--- src/rtl/audio_pwm_dac.sv ---
// PWM audio DAC: turns each WIDTH-bit sample into a 1-bit PWM stream with 3-bit volume
// scaling and a click-free 8-step mute/unmute envelope; inputs are taken only at period boundaries.
module audio_pwm_dac #(
  parameter int unsigned WIDTH = 8
) (
  input  logic             clk,
  input  logic             rst,
  input  logic [WIDTH-1:0] sample_i,
  input  logic [2:0]       vol_i,
  input  logic             mute_i,
  output logic             pwm_o,
  output logic             period_start_o,
  output logic             active_o,
  output logic [3:0]       env_o
);

  // Products stay below 2^(WIDTH+3): sample*(vol+1) <= (2^WIDTH-1)*8, scaled*env <= (2^WIDTH-1)*8
  localparam int unsigned PROD_W  = WIDTH + 3;
  localparam logic [3:0]  ENV_MAX = 4'd8;

  typedef enum logic [1:0] {
    MUTED,
    RAMP_UP,
    PLAY,
    RAMP_DOWN
  } state_t;

  state_t            state_q, state_d;
  logic [WIDTH-1:0]  cnt_q;
  logic [WIDTH-1:0]  duty_q, duty_d;
  logic [3:0]        env_q, env_d;
  logic [PROD_W-1:0] vol_prod;
  logic [PROD_W-1:0] duty_prod;
  logic [WIDTH-1:0]  scaled;
  logic              boundary;

  assign boundary = (cnt_q == {WIDTH{1'b1}});

  // Next envelope/state/duty; everything holds except on the boundary cycle
  always_comb begin
    state_d   = state_q;
    env_d     = env_q;
    duty_d    = duty_q;
    vol_prod  = PROD_W'(sample_i) * PROD_W'({1'b0, vol_i} + 4'd1);
    scaled    = WIDTH'(vol_prod >> 3);
    duty_prod = '0;
    if (boundary) begin
      if (mute_i) begin
        env_d = (env_q == 4'd0) ? 4'd0 : 4'(env_q - 4'd1);
      end else begin
        env_d = (env_q == ENV_MAX) ? ENV_MAX : 4'(env_q + 4'd1);
      end

      // Reversal mid-ramp simply continues from the current envelope value
      if (env_d == 4'd0) begin
        state_d = MUTED;
      end else if (env_d == ENV_MAX) begin
        state_d = PLAY;
      end else if (mute_i) begin
        state_d = RAMP_DOWN;
      end else begin
        state_d = RAMP_UP;
      end

      duty_prod = PROD_W'(scaled) * PROD_W'(env_d);
      duty_d    = WIDTH'(duty_prod >> 3);
    end
  end

  always_ff @(posedge clk) begin
    if (rst) begin
      cnt_q   <= {WIDTH{1'b1}};
      duty_q  <= '0;
      env_q   <= 4'd0;
      state_q <= MUTED;
    end else begin
      cnt_q   <= WIDTH'(cnt_q + 1'b1);
      duty_q  <= duty_d;
      env_q   <= env_d;
      state_q <= state_d;
    end
  end

  assign period_start_o = (cnt_q == '0);
  assign pwm_o          = (cnt_q < duty_q);
  assign active_o       = (env_q != 4'd0);
  assign env_o          = env_q;

endmodule

--- config.mk ---
export PLATFORM = sky130hd
export DESIGN_NAME = audio_pwm_dac
export DESIGN_NICKNAME = d
export VERILOG_FILES = /design/src/rtl/audio_pwm_dac.sv
export SDC_FILE = /design/constraint.sdc
export NUM_CORES = 1
export LEC_CHECK = 0
export ABC_AREA = 0
export CORE_MARGIN = 5
export CORE_UTILIZATION = 45
export DETAILED_ROUTE_END_ITERATION = 10
export GPL_ROUTABILITY_DRIVEN = 0
export PLACE_DENSITY = 0.68
export SYNTH_ARGS = -nofsm -noshare
export SYNTH_HDL_FRONTEND = slang
export SYNTH_SLANG_ARGS = --single-unit
--- constraint.sdc ---
create_clock -name clk -period 7.3 [get_ports clk]
set_input_delay 1.46 -clock clk [delete_from_list [all_inputs] [get_ports clk]]
set_output_delay 1.46 -clock clk [all_outputs]
set_load 0.05 [all_outputs]
==> metrics.yaml <==
io_pins: 21
outcome: "finished clean"
cts_tree: "yes"
ir_worst_vdd_mv: 0.238
insertion_delay_ns: 0.26
cp_slowest_stage_delay_ns: 0.53
required_ns: 7.47
critPathArrivalTime_ns: 7.11
worst_setup_path_start_kind: "input pin"
synth.distinct_cells: 57
coreArea_mm2: 0.00639
finalClockSkew_ns: 0.00200
drt_iter0_markers: 76
post-route-min-period_ns: 6.94
synth_ff_type: "dfxtp_1"
total_power_w: 0.00113
final_common_cell: "inv_1"
power_density_mw_per_mm2: 299
timing_worst_setup_path_type: "in -> reg"
cts_hold_buf: 0
cts_buffers: 3
crit_path_top_delay_cell: "fa_1"
final_cell_mix: "inv_1, buf_4, ha_1"
first_global_vias: 2580
finalCritPeriodShare_pct: 95.1
tightest_slew_ns: 0.972
io_buffers: 20
maxCapViolCount: 0
cts-htree-levels: 1
critPathBufInv: 7
rsz0062_at_grt: "false"
r2r-end: "duty_q[7]"
numPlacedInstances: 490
wl_per_cell_um: 12.6
synth_area_mm2: 0.00296
synth_edf_count: 0
start_util_pct: 46.3
viasPerCell: 5.27
rrSetupSlack_ns: 2.52
reg2reg_from: "env_o[0]"
root_buffer: "clkbuf_8"
rows: 29
synth_cells: 363
holdPathStages: 2
final_util_pct: 59.0
min-delay-start: "duty_q[2]"
worstRegToRegCells: 17
num_antenna_cells: 0
route.antenna.remaining_nets: 0
path_delay_family: "adder cells"
hpwl_um: 5080
synth_nets: 437
finalHoldViolCount: 0
synth_top_cell_area_share_pct: 16.3
syn_to_final_growth_pct: 27.6
clock_sinks: 20
drt-total-wl_um: 6270
leakage_nw: 1.76
async_reset_ff_share_pct: 0
drc: 0
maxSlewHeadroom_pct: 34.9
holdPathEnd: "duty_q[2]"
grt-ovfl-total: 0
final_layout_size_suffix_gt1_share_pct: 19.2
grt_usage_pct: 15.2
max-clock-path-buffers: 2
num_vias: 2624
nets: 496
placedInstanceArea_mm2: 0.00349
die_w_um: 91.0
yosysWarningCount: 0
max_freq_mhz: 144
final_area_mm2: 0.00377
cp_max_fo: 7
first_pass_iters: 4
dieArea_mm2: 0.00829
drv_slew: 0
path_clk_slew_ns: 0.08
ys_ff_latch: 20
grt_max_degree: 25
grt_pass1_wl_um: 11000
hold_path.class: "reg -> reg"
synth_top_area_cell: "fa_1"
antenna_found_initial: 0
fin_cells: 498
finalSetupViolCount: 0
syn_area_per_cell_um2: 8.14
synthTopCellsByArea: "fa_1, ha_1, dfxtp_1"
die_y_um: 91.0
synth-seq-area-share_pct: 13.5
end_kind: "flop"
==> worst max path at each step <==
| stage | startpoint | end | slack, ns | cells past startpoint |
|---|---|---|---|---|
| floorplan | vol_i[0] | duty_q[7] | 0.18 | 23 |
| global placement | vol_i[0] | duty_q[7] | -0.42 | 25 |
| detailed placement | vol_i[0] | duty_q[7] | -0.48 | 25 |
| CTS | vol_i[0] | duty_q[7] | 0.02 | 25 |
| global route | vol_i[1] | duty_q[7] | 0.11 | 25 |
| finish | vol_i[1] | duty_q[7] | 0.36 | 25 |
==> worst register-to-register path, cell delays in order (launching register included) <==
cell	delay (ns)
dfxtp_1	0.50
inv_1	0.13
ha_1	0.29
and2_0	0.15
o21ai_0	0.18
nand2_1	0.27
or2_2	0.40
fa_1	0.50
inv_1	0.05
fa_1	0.56
inv_1	0.07
fa_2	0.39
nand2b_4	0.16
a21oi_4	0.15
o2111ai_2	0.14
a21boi_2	0.18
a311o_1	0.33
a311oi_2	0.25
==> per-stage QoR <==
step	setup TNS (ns)	hold WS [ns]	worst slack [ns]
after global placement	-0.780	0.433	-0.418
after floorplan	0	0.408	0.184
after detailed placement	-1.04	0.443	-0.482
after CTS	0	0.455	0.0174
final	0	0.455	0.360
after global routing	0	0.485	0.112
==> per-layer routing <==
layer	up-vias	global-route usage, %	part of all wire (%)
met4	0	2.93	0.70
li1	1321	-	-
met5	-	0	0
met3	6	1.65	3.6
met1	1261	21.1	49
met2	36	25.5	47
==> logic make-up (layout without fill, tap and decap cells) <==
family          count (synthesis)  after routing  synth area share [%]
compound gates                 60             60                  15.0
xor+xnor                       18             18                  5.59
fa+ha+maj                      60             60                  31.5
buf+inv                        61            119                  8.21
flops                          20             20                  13.5
mux                             1              1                 0.339
simple gates                  143            143                  25.8
==> synth_stat cells (10+ instances only) <==
| master | instances |
|---|---|
| inv_1 | 53 |
| dfxtp_1 | 20 |
| xor2_1 | 10 |
| nand2b_1 | 19 |
| nand2_1 | 29 |
| nor2_1 | 26 |
| nand3_1 | 11 |
| ha_1 | 36 |
| a21oi_1 | 15 |
| and2_1 | 16 |
| fa_1 | 24 |
==> power by group <==
part / leakage (nW) / switching (W) / internal [W]
Sequential: 0.164 / 0.0000305 / 0.000136
Clock: 0.0357 / 0.0000387 / 0.0000733
Combinational: 1.56 / 0.000458 / 0.000391
==> sequential cells by signal, indices dropped and copies added (netlist names) <==
name and cells:
cnt_q 8, duty_q 8, env_o 4
==> timing repair <==
item	in CTS	in global routing
resized for setup	8	24
setup buffers	3	1
pin swaps	9	16
gates cloned	0	0
endpoints found under the setup margin	1	5
==> cell type report <==
class                   count  area [um2]
inverters                  53         199
clock inverters             1        30.0
flip-flops and latches     20         400
well taps                  77        96.3
clock buffers               3        41.3
repair buffers             62         527
fillers                   562        2620
multi-input cells         282        2480
Note: power is estimated with default switching activity, not from simulation.
